### config.mk
export PLATFORM = sky130hd
export DESIGN_NAME = audio_mixer_seq
export DESIGN_NICKNAME = d
export VERILOG_FILES = /design/src/rtl/audio_mixer_seq.sv
export SDC_FILE = /design/constraint.sdc
export NUM_CORES = 1
export LEC_CHECK = 0
export CORE_AREA = 2 2 162 164
export DETAILED_ROUTE_END_ITERATION = 7
export DIE_AREA = 0 0 164 166
export GPL_TIMING_DRIVEN = 0
export PLACE_DENSITY = 0.75
export SLEW_MARGIN = 20
export SYNTH_ARGS = -nofsm -noshare
export SYNTH_HDL_FRONTEND = slang
export SYNTH_SLANG_ARGS = --single-unit
export TNS_END_PERCENT = 30
### constraint.sdc
create_clock -name clk -period 6.2 [get_ports clk]
set_input_delay 0.62 -clock clk [delete_from_list [all_inputs] [get_ports clk]]
set_output_delay 0.62 -clock clk [all_outputs]
set_load 0.01 [all_outputs]
### src/rtl/audio_mixer_seq.sv
// Time-multiplexed stereo mixer: NCH unsigned channels with per-channel pan/volume,
// CPU index/data control port, saturating output and one delta-sigma DAC per side.
module audio_mixer_seq #(
  parameter int unsigned NCH        = 8,
  parameter int unsigned SW         = 8,
  parameter int unsigned DACW       = 10,
  parameter int unsigned OSH        = 1,
  parameter logic [7:0]  PORT_INDEX = 8'hF6,
  parameter logic [7:0]  PORT_DATA  = 8'hF7
) (
  input  logic                clk,
  input  logic                mrst_n,
  input  logic [7:0]          a,
  input  logic                iorq_n,
  input  logic                rd_n,
  input  logic                wr_n,
  input  logic [7:0]          din,
  output logic [7:0]          dout,
  output logic                oe,
  input  logic [NCH*SW-1:0]   ch_in,
  input  logic                sample_stb,
  output logic                busy,
  output logic                mix_valid,
  output logic [DACW-1:0]     mix_left,
  output logic [DACW-1:0]     mix_right,
  output logic                clip_left,
  output logic                clip_right,
  output logic                output_left,
  output logic                output_right
);

  localparam int unsigned KW  = (NCH > 1) ? $clog2(NCH) : 1;
  localparam int unsigned AW  = SW + KW + 1;
  localparam int unsigned SW2 = AW + DACW;
  localparam int unsigned SGW = DACW + 2;
  localparam logic [SGW-1:0] SIG_RST = {2'b01, {DACW{1'b0}}};
  localparam logic [SGW-1:0] SIG_FB  = {2'b11, {DACW{1'b0}}};
  localparam logic [SW2-1:0] SAT_MAX = SW2'({DACW{1'b1}});

  typedef enum logic [1:0] {IDLE, ACC, LOAD} state_t;
  state_t state, state_nxt;

  logic [7:0]      ctl [NCH];
  logic [7:0]      idx;
  logic            idx_ok, wr_idx, wr_dat;
  logic [SW-1:0]   samp  [NCH];
  logic [1:0]      pan_s [NCH];
  logic [4:0]      vol_s [NCH];
  logic [KW-1:0]   k;
  logic [AW-1:0]   acc_l, acc_r;
  logic [SW+3:0]   prod;
  logic [SW-1:0]   term;
  logic [SW2-1:0]  sh_l, sh_r;
  logic [SGW-1:0]  sig_l, sig_r;

  // CPU control port
  assign idx_ok = 32'(idx) < NCH;
  assign wr_idx = !iorq_n && !wr_n && (a == PORT_INDEX);
  assign wr_dat = !iorq_n && !wr_n && (a == PORT_DATA);

  always_ff @(posedge clk) begin
    if (!mrst_n) begin
      idx <= '0;
      for (int unsigned i = 0; i < NCH; i++) ctl[i] <= 8'hD0;
    end else begin
      if (wr_idx) idx <= din;
      if (wr_dat && idx_ok) ctl[idx[KW-1:0]] <= din;
    end
  end

  always_comb begin
    dout = '0;
    oe   = 1'b0;
    if (!iorq_n && !rd_n) begin
      if (a == PORT_INDEX) begin
        oe   = 1'b1;
        dout = idx;
      end else if (a == PORT_DATA) begin
        oe = 1'b1;
        if (idx_ok) dout = ctl[idx[KW-1:0]] & 8'hDF;
      end
    end
  end

  // FSM
  always_ff @(posedge clk) begin
    if (!mrst_n) state <= IDLE;
    else         state <= state_nxt;
  end

  always_comb begin
    state_nxt = state;
    case (state)
      IDLE:    if (sample_stb) state_nxt = ACC;
      ACC:     if (k == KW'(NCH - 1)) state_nxt = LOAD;
      LOAD:    state_nxt = IDLE;
      default: state_nxt = IDLE;
    endcase
  end

  always_comb begin
    busy = (state != IDLE);
  end

  // Datapath: the volume clamp is applied once at snapshot time
  assign prod = (SW+4)'(samp[k]) * (SW+4)'(vol_s[k]);
  assign term = SW'(prod >> 4);
  assign sh_l = SW2'(acc_l >> OSH);
  assign sh_r = SW2'(acc_r >> OSH);

  always_ff @(posedge clk) begin
    if (!mrst_n) begin
      k          <= '0;
      acc_l      <= '0;
      acc_r      <= '0;
      mix_left   <= '0;
      mix_right  <= '0;
      clip_left  <= 1'b0;
      clip_right <= 1'b0;
      mix_valid  <= 1'b0;
    end else begin
      mix_valid <= 1'b0;
      case (state)
        IDLE: if (sample_stb) begin
          for (int unsigned i = 0; i < NCH; i++) begin
            samp[i]  <= ch_in[i*SW +: SW];
            pan_s[i] <= ctl[i][7:6];
            vol_s[i] <= (ctl[i][4:0] > 5'd16) ? 5'd16 : ctl[i][4:0];
          end
          acc_l <= '0;
          acc_r <= '0;
          k     <= '0;
        end
        ACC: begin
          if (pan_s[k][1]) acc_l <= acc_l + AW'(term);
          if (pan_s[k][0]) acc_r <= acc_r + AW'(term);
          k <= k + 1'b1;
        end
        LOAD: begin
          mix_left   <= (sh_l > SAT_MAX) ? '1 : sh_l[DACW-1:0];
          mix_right  <= (sh_r > SAT_MAX) ? '1 : sh_r[DACW-1:0];
          clip_left  <= (sh_l > SAT_MAX);
          clip_right <= (sh_r > SAT_MAX);
          mix_valid  <= 1'b1;
        end
        default: ;
      endcase
    end
  end

  // First-order delta-sigma DACs
  always_ff @(posedge clk) begin
    if (!mrst_n) begin
      sig_l        <= SIG_RST;
      sig_r        <= SIG_RST;
      output_left  <= 1'b0;
      output_right <= 1'b0;
    end else begin
      output_left  <= sig_l[SGW-1];
      output_right <= sig_r[SGW-1];
      sig_l <= sig_l + SGW'(mix_left)  + (sig_l[SGW-1] ? SIG_FB : '0);
      sig_r <= sig_r + SGW'(mix_right) + (sig_r[SGW-1] ? SIG_FB : '0);
    end
  end

endmodule

Yosys cells after proc, flatten, opt, wreduce, memory -nomap -nowiden --
Memories as Yosys holds them, arrays and structs flattened. A register that Yosys moved wholly into a read port is not among the register bits. Index checks and enable logic that the tools add are counted.
Cells by class: eq/ne operators 9, reductions and logical operators 16, $lt $le $gt $ge 11, add/subtract/negate cells 7, multiply operators 1, muxes and demuxes 49
Operator list (count):
- 12-bit two-way mux | 5
- 12-bit one-hot mux with 2 select lines | 2
- 5-bit greater-than comparator (second input constant) | 8
- 5-bit two-way mux | 8
- 8-bit two-way mux | 5
- 3-bit two-way mux | 10
- 12-bit by 10-bit adder with 12-bit output | 2
- 12-bit adder | 2
- 12-bit by 8-bit adder with 12-bit output | 2
- 11-bit by 10-bit greater-than comparator with 1-bit output (second input constant) | 2
- 10-bit two-way mux | 2
- 8-bit == test (second input constant) | 2
- 1-bit two-way mux | 13
- 8-bit by 5-bit multiplier with 12-bit output | 1
- 8-bit by 4-bit less-than comparator with 1-bit output (second input constant) | 1
- 2-bit != test (second input constant) | 4
- 8-bit OR reduction | 1
- 3-bit one-hot mux with 2 select lines | 1
- 3-bit AND reduction | 2
- 1-bit logical AND | 5
- 2-bit two-way mux | 2
- 2-bit one-hot mux with 2 select lines | 1
- 2-bit AND reduction | 2
- 2-bit nonzero test | 2
- 6 further kinds | 8
Word-level totals: memories kept 4, input bits 86, output and inout port bits 35, logic and storage cells 111, RAM bits 184, bits in registers 86
Memory list:
- ctl | words 8, bits a word 8, rd ports 9, clocked after Yosys merged registers in 1, write ports 8, line 43 | logic [7:0] ctl [NCH];
- samp | words 8, bits a word 8, rd ports 1, clocked after Yosys merged registers in 1, write ports 8, line 46 | logic [SW-1:0] samp [NCH];
- vol_s | words 8, bits a word 5, rd ports 1, clocked after Yosys merged registers in 1, write ports 8, line 48 | logic [4:0] vol_s [NCH];
- pan_s | words 8, bits a word 2, rd ports 1, clocked after Yosys merged registers in 1, write ports 8, line 47 | logic [1:0] pan_s [NCH];

Depth between registers and ports, before layout --
Gate-level depths: netlist of the first run.
depth after elaboration 9, gate-level depth with buffers 28, gate-level depth less buffers 25

Least setup slack after synthesis of the first run --
No wires, ideal clock.
path kind input-to-reg, from in mrst_n, to mem pan_s[0][0], enable pin, path slack -0.480 ns, buffers on the path 2, library setup time 0.601 ns, stages 4, data required time 5.599 ns, arrival time 6.079 ns, cell sequence inv_2 -> clkbuf_1 -> clkbuf_1 -> nor2_1
RTL lines:
- from (decl) | line 12 | input logic mrst_n,
- to (decl) | line 47

==> metrics.json, run 1 <==
{
  "synth.top_cells.by_area": {"value": "edfxtp_1 41%, dfxtp_1 14%, ha_1 6.0%"},
  "worstRegToRegCells": {"value": 25},
  "cell_area_after_synthesis": {"value": 0.0130, "unit": "mm^2"},
  "postSynthAreaPerCell": {"value": 12.5, "unit": "um^2"},
  "rr_endpoint": {"value": "acc_r[11]$_SDFFE_PN0P_"},
  "whs_path_depth": {"value": 0},
  "worst_slew_pin_slew": {"value": 1110, "unit": "ps"},
  "yosys-top-cells-count": {"value": "176 x edfxtp_1, 113 x nor2_1, 92 x dfxtp_1"},
  "cts_inserted_buffers": {"value": 28},
  "netlist_instances": {"value": 1042},
  "port-buffer-count": {"value": 120},
  "aggregate_global_route_resource_usage": {"value": 0.225},
  "placed_cell_area": {"value": 0.0147, "unit": "mm^2"},
  "num_antenna_cells": {"value": 0},
  "setup-tns-final": {"value": 0, "unit": "ps"},
  "final.fill_count": {"value": 1918},
  "tritoncts": {"value": "yes"},
  "cell_leakage_power": {"value": 5.85, "unit": "nW"},
  "crit_slowest_cell": {"value": "mux4_2"},
  "timing.critical_path.from_type": {"value": "flop"},
  "worstSetupEndpoint": {"value": "acc_r[11]$_SDFFE_PN0P_"},
  "worst-endpoint-required": {"value": 6620, "unit": "ps"},
  "worst_slew_margin_rel": {"value": 0.252},
  "synthesis.nets": {"value": 1210},
  "chipHeight": {"value": 166, "unit": "um"},
  "core_region_area": {"value": 0.0256, "unit": "mm^2"},
  "routed_wirelength": {"value": 30200, "unit": "um"},
  "yosysWarningCount": {"value": 0},
  "route.vias.total": {"value": 8645},
  "synth.lib_cells_used.distinct": {"value": 56},
  "grt_antenna_before_repair": {"value": 0},
  "rsz0062_at_grt": {"value": "yes"},
  "root_cell_of_the_clock_tree": {"value": "clkbuf_16"},
  "run_status": {"value": "finished clean"},
  "min_period": {"value": 6050, "unit": "ps"},
  "timing.critical_path.to_type": {"value": "flop"},
  "groute.layer.met1.usage": {"value": 0.288},
  "gp_routability_congestion": {"value": 0.833},
  "top_usage_layer": {"value": "met2"},
  "final_antenna_net_count": {"value": 0},
  "finalCritPeriodShare": {"value": 0.976},
  "max-cap-violations": {"value": 0},
  "yosysMostFrequentCell": {"value": "edfxtp_1"},
  "grt_start_max_net_pins": {"value": 31},
  "worst-path-buf-inv": {"value": 7},
  "netlist.top_cell.by_area": {"value": "edfxtp_1"},
  "gr-total-overflow": {"value": 0},
  "globalRouteMet3Util": {"value": 0.0335},
  "crit_arrival": {"value": 6470, "unit": "ps"},
  "critical-path-top-cell-by-count": {"value": "fa_1"},
  "detailed_place_hpwl": {"value": 21300, "unit": "um"},
  "asyncSetResetFlopFracSynth": {"value": 0},
  "row_count": {"value": 59},
  "drive_above_1_share": {"value": 0.150},
  "layout-area-overhead-vs-synth": {"value": 25.0, "unit": "%"},
  "grt_util_met2": {"value": 0.393},
  "ys_ff_latch": {"value": 268},
  "cts.sinks": {"value": 268},
  "clk_pin_slew": {"value": 70, "unit": "ps"},
  "synth_enable_flop_cells": {"value": 176},
  "timing.fmax": {"value": 0.165, "unit": "GHz"},
  "overall_die_width": {"value": 164, "unit": "um"},
  "powerDensity": {"value": 284, "unit": "mW/mm^2"},
  "drt_first_pass_iters": {"value": 5},
  "cp_max_fo": {"value": 5},
  "via_count_of_the_first_global_routing_pass": {"value": 8869},
  "yosysSeqAreaShare": {"value": 0.549},
  "worst_clock_skew": {"value": 17.5, "unit": "ps"},
  "violation_count_after_the_first_detailed_route_iteration": {"value": 590},
  "slew_viol_final": {"value": 0},
  "peakVddDrop": {"value": 0.199, "unit": "mV"},
  "min-delay-path-class": {"value": "reg2reg"},
  "layout.core_utilization": {"value": 0.633},
  "worst-setup-path-type": {"value": "reg2reg"},
  "cts_hold_buffers": {"value": 0},
  "drt-vias-per-instance": {"value": 5.47},
  "worstSetupPathDepth": {"value": 25},
  "grt_pass1_wl": {"value": 47500, "unit": "um"},
  "worst_reg_to_reg_setup_slack": {"value": 150, "unit": "ps"},
  "yosys_most_used_dff": {"value": "edfxtp_1"},
  "summed_area_of_non_filler_cells_in_the_final_layout": {"value": 0.0162, "unit": "mm^2"},
  "drt_drc_violations_left": {"value": 0},
  "cpPeakStageDelay": {"value": 570, "unit": "ps"},
  "largest_delay_contributor_family_on_the_critical_path": {"value": "adder cells"},
  "hold_viol": {"value": 0},
  "detail_route.wl_per_cell": {"value": 19.1, "unit": "um"},
  "setup_viol": {"value": 0},
  "synth_top_cell_area_share": {"value": 0.407},
  "dp_cells": {"value": 1501},
  "cts_max_level": {"value": 1},
  "layout.cells.non_filler": {"value": 1579},
  "clock_insertion_delay_worst_skew": {"value": 550, "unit": "ps"},
  "initial_utilization": {"value": 0.507},
  "dieArea": {"value": 0.0272, "unit": "mm^2"},
  "ios": {"value": 121},
  "cts.path.max_buffers": {"value": 3},
  "final_net_count": {"value": 1390}
}
[kinds of logic after synthesis]
family | count (synthesis) | synth area share
AOI/OAI and AO/OA | 110 | 0.0537
xor gates and xnor gates | 36 | 0.0243
adders and majority gates | 82 | 0.0906
buffers and inverters | 100 | 0.0304
DFF | 268 | 0.549
muxes | 77 | 0.106
and+or+nand+nor | 369 | 0.146
[cell type report]
cell class              count  area [um^2]  area share
repair buffers            150         1520      0.0937
well taps                 335          419      0.0258
plain buffers              46          255      0.0157
multi-input cells         674         5760       0.355
clock buffers              31          712      0.0439
flip-flops and latches    268         7130       0.440
clock inverters            21          220      0.0136
inverters                  54          203      0.0125
[worst register-to-register path, delay by kind of cell (launching register included)]
family	cells	cell delay, ps
adders and majority gates	5	2180
DFF	1	350
xor gates and xnor gates	2	270
muxes	2	840
buffers and inverters	7	710
AOI/OAI and AO/OA	4	750
and+or+nand+nor	5	820
[repair_timing]
action / CTS / global route
gates resized for setup: 51 / 33
endpoints found under the hold margin: 0 / 0
gates cloned: 1 / 0
pin swaps: 8 / 23
endpoints found under the setup margin: 22 / 12
buffers inserted: 17 / 8
[metal layers]
layer | wire length, um | part of all wire
met5 | 0 | 0
met4 | 745 | 0.025
met3 | 1640 | 0.054
met2 | 15500 | 0.51
met1 | 12300 | 0.41
[through the flow]
stage / hold WS [ps] / worst slack, ps / total power, mW
after floorplan: 421 / -103 / 2.55
after global placement: 429 / -1280 / 2.74
after CTS: 445 / 13.2 / 4.55
after global routing: 459 / -42.1 / 4.80
final: 453 / 150 / 4.61
after detailed placement: 442 / -1390 / 2.77
[state kept, by name, indices dropped and copies added (netlist names), 12 cells and up, named ones only]
signal and flops:
sig_r 12, sig_l 12, acc_l 12, ctl 56, acc_r 12, vol_s 40, pan_s 16, samp 64
[where the power goes]
| part | total, mW | switching, mW | internal (mW) | leakage [nW] |
|---|---|---|---|---|
| combinational | 0.926 | 0.482 | 0.443 | 3.08 |
| clock | 1.70 | 0.703 | 0.996 | 0.443 |
| sequential | 1.99 | 0.0332 | 1.95 | 2.33 |
[cells in the final DEF (no fill, tap or decap), types with 11 or more instances in the layout]
| master | instances |
|---|---|
| a21o_1 | 17 |
| a21oi_1 | 33 |
| and2_1 | 37 |
| buf_4 | 23 |
| clkbuf_1 | 37 |
| clkbuf_16 | 28 |
| clkdlybuf4s50_1 | 120 |
| dfxtp_1 | 91 |
| edfxtp_1 | 176 |
| fa_1 | 20 |
| ha_1 | 57 |
| inv_1 | 52 |
| mux2_2 | 11 |
| mux2i_1 | 12 |
| mux4_2 | 34 |
| nand2_1 | 39 |
| nand2b_1 | 19 |
| nand3_1 | 14 |
| nor2_1 | 110 |
| nor2b_1 | 40 |
| nor3_1 | 49 |
| o21ai_0 | 15 |
| o21ai_1 | 11 |
| or3_1 | 18 |
| xnor2_1 | 20 |
[worst min path at each step]
stage,endpoint,startpoint,slack [ps]
final,pan_s[5][0]$_DFFE_PP_,ctl[5][6]$_SDFFCE_PN1P_,450
after global routing,pan_s[4][1]$_DFFE_PP_,ctl[4][7]$_SDFFCE_PN1P_,460
after CTS,pan_s[5][0]$_DFFE_PP_,ctl[5][6]$_SDFFCE_PN1P_,450
after detailed placement,pan_s[1][1]$_DFFE_PP_,ctl[1][7]$_SDFFCE_PN1P_,440
after global placement,pan_s[0][1]$_DFFE_PP_,ctl[0][7]$_SDFFCE_PN1P_,430
after floorplan,pan_s[2][0]$_DFFE_PP_,ctl[2][6]$_SDFFCE_PN1P_,420
Power figures use the tool's default switching activity.
==> inputs of run 2 (changes only) <==
SKIP_CTS_REPAIR_TIMING = 1   (was not set)
==> metrics.json, run 2 (synthesis gave the netlist of run 1 again) <==
{
  "worst_slew_pin_slew": {"value": 1110, "unit": "ps", "change": "+2.54 ps"},
  "timing.hold.ws": {"value": 451, "unit": "ps", "change": "-1.53 ps"},
  "rsz0062_at_grt": {"value": "yes"},
  "aggregate_global_route_resource_usage": {"value": 0.216, "change": "-0.00853"},
  "final_antenna_net_count": {"value": 0, "change": "unchanged"},
  "dp_worst_setup_slack": {"value": -1390, "unit": "ps", "change": "unchanged"},
  "final.fill_count": {"value": 1925, "change": "+0.36%"},
  "globalRouteMet3Util": {"value": 0.0327, "change": "-0.000749"},
  "root_cell_of_the_clock_tree": {"value": "clkbuf_16"},
  "drt_first_pass_iters": {"value": 5, "change": "unchanged"},
  "worst_slew_margin_rel": {"value": 0.251, "change": "-0.00171"},
  "core_region_area": {"value": 0.0256, "unit": "mm^2", "change": "unchanged"},
  "worst_clock_skew": {"value": 14.7, "unit": "ps", "change": "-2.85 ps"},
  "peakVddDrop": {"value": 0.206, "unit": "mV", "change": "+3.6%"},
  "timing.fmax": {"value": 0.164, "unit": "GHz", "change": "-0.69%"},
  "timing.critical_path.to_type": {"value": "flop"},
  "via_count_of_the_first_global_routing_pass": {"value": 8670, "change": "-2.2%"},
  "reg_top3": {"value": "samp (64), ctl (56), vol_s (40)"},
  "clk_pin_slew": {"value": 70, "unit": "ps", "change": "about the same"},
  "powerDensity": {"value": 284, "unit": "mW/mm^2", "change": "about the same"},
  "gr-total-overflow": {"value": 0, "change": "unchanged"},
  "hold_viol": {"value": 0, "change": "unchanged"},
  "groute.layer.met1.usage": {"value": 0.280, "change": "-0.00774"},
  "cell_leakage_power": {"value": 5.85, "unit": "nW", "change": "about the same"},
  "drt_drc_violations_left": {"value": 0, "change": "unchanged"},
  "grt_start_max_net_pins": {"value": 31, "change": "unchanged"},
  "cts.path.max_buffers": {"value": 3, "change": "unchanged"},
  "worst-setup-path-type": {"value": "reg2reg"},
  "dieArea": {"value": 0.0272, "unit": "mm^2", "change": "unchanged"},
  "drt-vias-per-instance": {"value": 5.48, "change": "+0.15%"},
  "layout-area-overhead-vs-synth": {"value": 24.7, "unit": "%"},
  "tritoncts": {"value": "yes"},
  "largest_register_ffs": {"value": 64, "change": "unchanged"},
  "timing.critical_path.from_type": {"value": "flop"},
  "detailed_place_hpwl": {"value": 21300, "unit": "um", "change": "unchanged"},
  "drive_above_1_share": {"value": 0.148, "change": "-0.00241"},
  "final_cell_mix": {"value": "176 x edfxtp_1, 120 x clkdlybuf4s50_1, 110 x nor2_1, 91 x dfxtp_1, 58 x ha_1"},
  "min-delay-path-class": {"value": "reg2reg"},
  "cts_inserted_buffers": {"value": 28, "change": "unchanged"},
  "setup_viol": {"value": 0, "change": "unchanged"},
  "grt_util_met2": {"value": 0.376, "change": "-0.0170"},
  "placed_cell_area": {"value": 0.0147, "unit": "mm^2", "change": "unchanged"},
  "grt_pass1_wl": {"value": 46000, "unit": "um", "change": "-3.2%"},
  "ios": {"value": 121, "change": "unchanged"},
  "slew_viol_final": {"value": 0, "change": "unchanged"},
  "overall_die_width": {"value": 164, "unit": "um", "change": "unchanged"},
  "port-buffer-count": {"value": 120, "change": "unchanged"},
  "summed_area_of_non_filler_cells_in_the_final_layout": {"value": 0.0162, "unit": "mm^2", "change": "-0.18%"},
  "layout.core_utilization": {"value": 0.632, "change": "-0.00117"},
  "routed_wirelength": {"value": 30100, "unit": "um", "change": "about the same"},
  "cp_max_fo": {"value": 8, "change": "+3"},
  "run_status": {"value": "finished clean"},
  "cts_max_level": {"value": 1, "change": "unchanged"},
  "final_net_count": {"value": 1390, "change": "unchanged"},
  "top_usage_layer": {"value": "met2"},
  "final_critical_path_setup_slack": {"value": 108, "unit": "ps", "change": "-41.9 ps"},
  "route.vias.total": {"value": 8658, "change": "+0.15%"},
  "crit_arrival": {"value": 6510, "unit": "ps", "change": "+40 ps"},
  "num_antenna_cells": {"value": 0, "change": "unchanged"},
  "violation_count_after_the_first_detailed_route_iteration": {"value": 687, "change": "+16%"},
  "row_count": {"value": 59, "change": "unchanged"},
  "detail_route.wl_per_cell": {"value": 19.1, "unit": "um", "change": "about the same"},
  "cts.sinks": {"value": 268, "change": "unchanged"},
  "gp_routability_congestion": {"value": 0.833, "change": "unchanged"},
  "finalCritPeriodShare": {"value": 0.983, "change": "+0.00676"},
  "chipHeight": {"value": 166, "unit": "um", "change": "unchanged"},
  "clock_insertion_delay_worst_skew": {"value": 550, "unit": "ps", "change": "about the same"},
  "max-cap-violations": {"value": 0, "change": "unchanged"},
  "max_flop_register": {"value": "samp"},
  "layout_commonest_cell": {"value": "edfxtp_1"},
  "worst-endpoint-required": {"value": 6620, "unit": "ps", "change": "about the same"},
  "initial_utilization": {"value": 0.507, "change": "unchanged"},
  "min_period": {"value": 6090, "unit": "ps", "change": "+41.9 ps"},
  "grt_antenna_before_repair": {"value": 0, "change": "unchanged"}
}
-- run 2: changes by cell type in the layout (fill, tap and decap cells not counted) --
cell,delta
buf_4,+1
mux2i_2,+1
clkbuf_4,+1
mux4_2,-1
buf_6,-2
clkbuf_16,+2
ha_1,+1
mux2i_1,+1
buf_8,-1
ha_4,-1
buf_16,-1
mux2i_4,-2
mux4_1,+1
-- run 2: worst paths after layout --
| path | from | end | slack, ps | cells past startpoint |
|---|---|---|---|---|
| worst max-delay path | flop | acc_r[11]$_SDFFE_PN0P_ | 110 | 25 |
| worst min-delay path | ctl[5][6]$_SDFFCE_PN1P_ | pan_s[5][0]$_DFFE_PP_ | 450 | 0 |
| worst max register to register | flop | acc_r[11]$_SDFFE_PN0P_ | 110 | 25 |
| worst min register to register | ctl[5][6]$_SDFFCE_PN1P_ | pan_s[5][0]$_DFFE_PP_ | 450 | 0 |
-- run 2: final cells by class --
cell class | instances | area, um^2 | share of cell area
flip-flops and latches | 268 | 7130 | 0.440
multi-input cells | 674 | 5730 | 0.354
repair buffers | 150 | 1520 | 0.0938
clock buffers | 31 | 712 | 0.0440
well taps | 335 | 419 | 0.0259
plain buffers | 46 | 256 | 0.0158
clock inverters | 21 | 220 | 0.0136
inverters | 54 | 203 | 0.0125
-- run 2: per-layer routing --
layer,wire [um],vias up
met5,0,-
li1,-,4111
met2,15700,257
met4,743,0
met1,12200,4238
met3,1490,52
-- run 2: stage by stage --
stage,cells,total power [mW],TNS (ps)
after global routing,1579,4.80,-515
final,1579,4.60,0
after detailed placement,1501,2.77,-19210
after global placement,1497,2.74,-74290
after floorplan,1042,2.55,-258
after CTS,1553,4.47,-20940
-- run 2: worst max-delay path: stages (launching register included) --
cell and delay (ps):
dfxtp_4 360, buf_12 130, buf_12 140, buf_12 130, mux4_2 540, mux2i_4 240, nor2_1 100, fa_1 470
fa_1 510, inv_1 50, fa_1 500, inv_2 50, ha_4 150, or3_4 370, o211ai_2 200, a21boi_2 100
o21a_4 230, or2_4 280, a21oi_4 190, xnor2_4 150, ha_4 300, nand2_2 50, o21ai_2 140, or3b_1 380
xor2_1 140, nor2_1 50
-- run 2: power breakdown --
part           switching, mW  internal (mW)  total [mW]
Clock                  0.699          0.996        1.70
Sequential            0.0331           1.95        1.99
Combinational          0.480          0.438       0.918
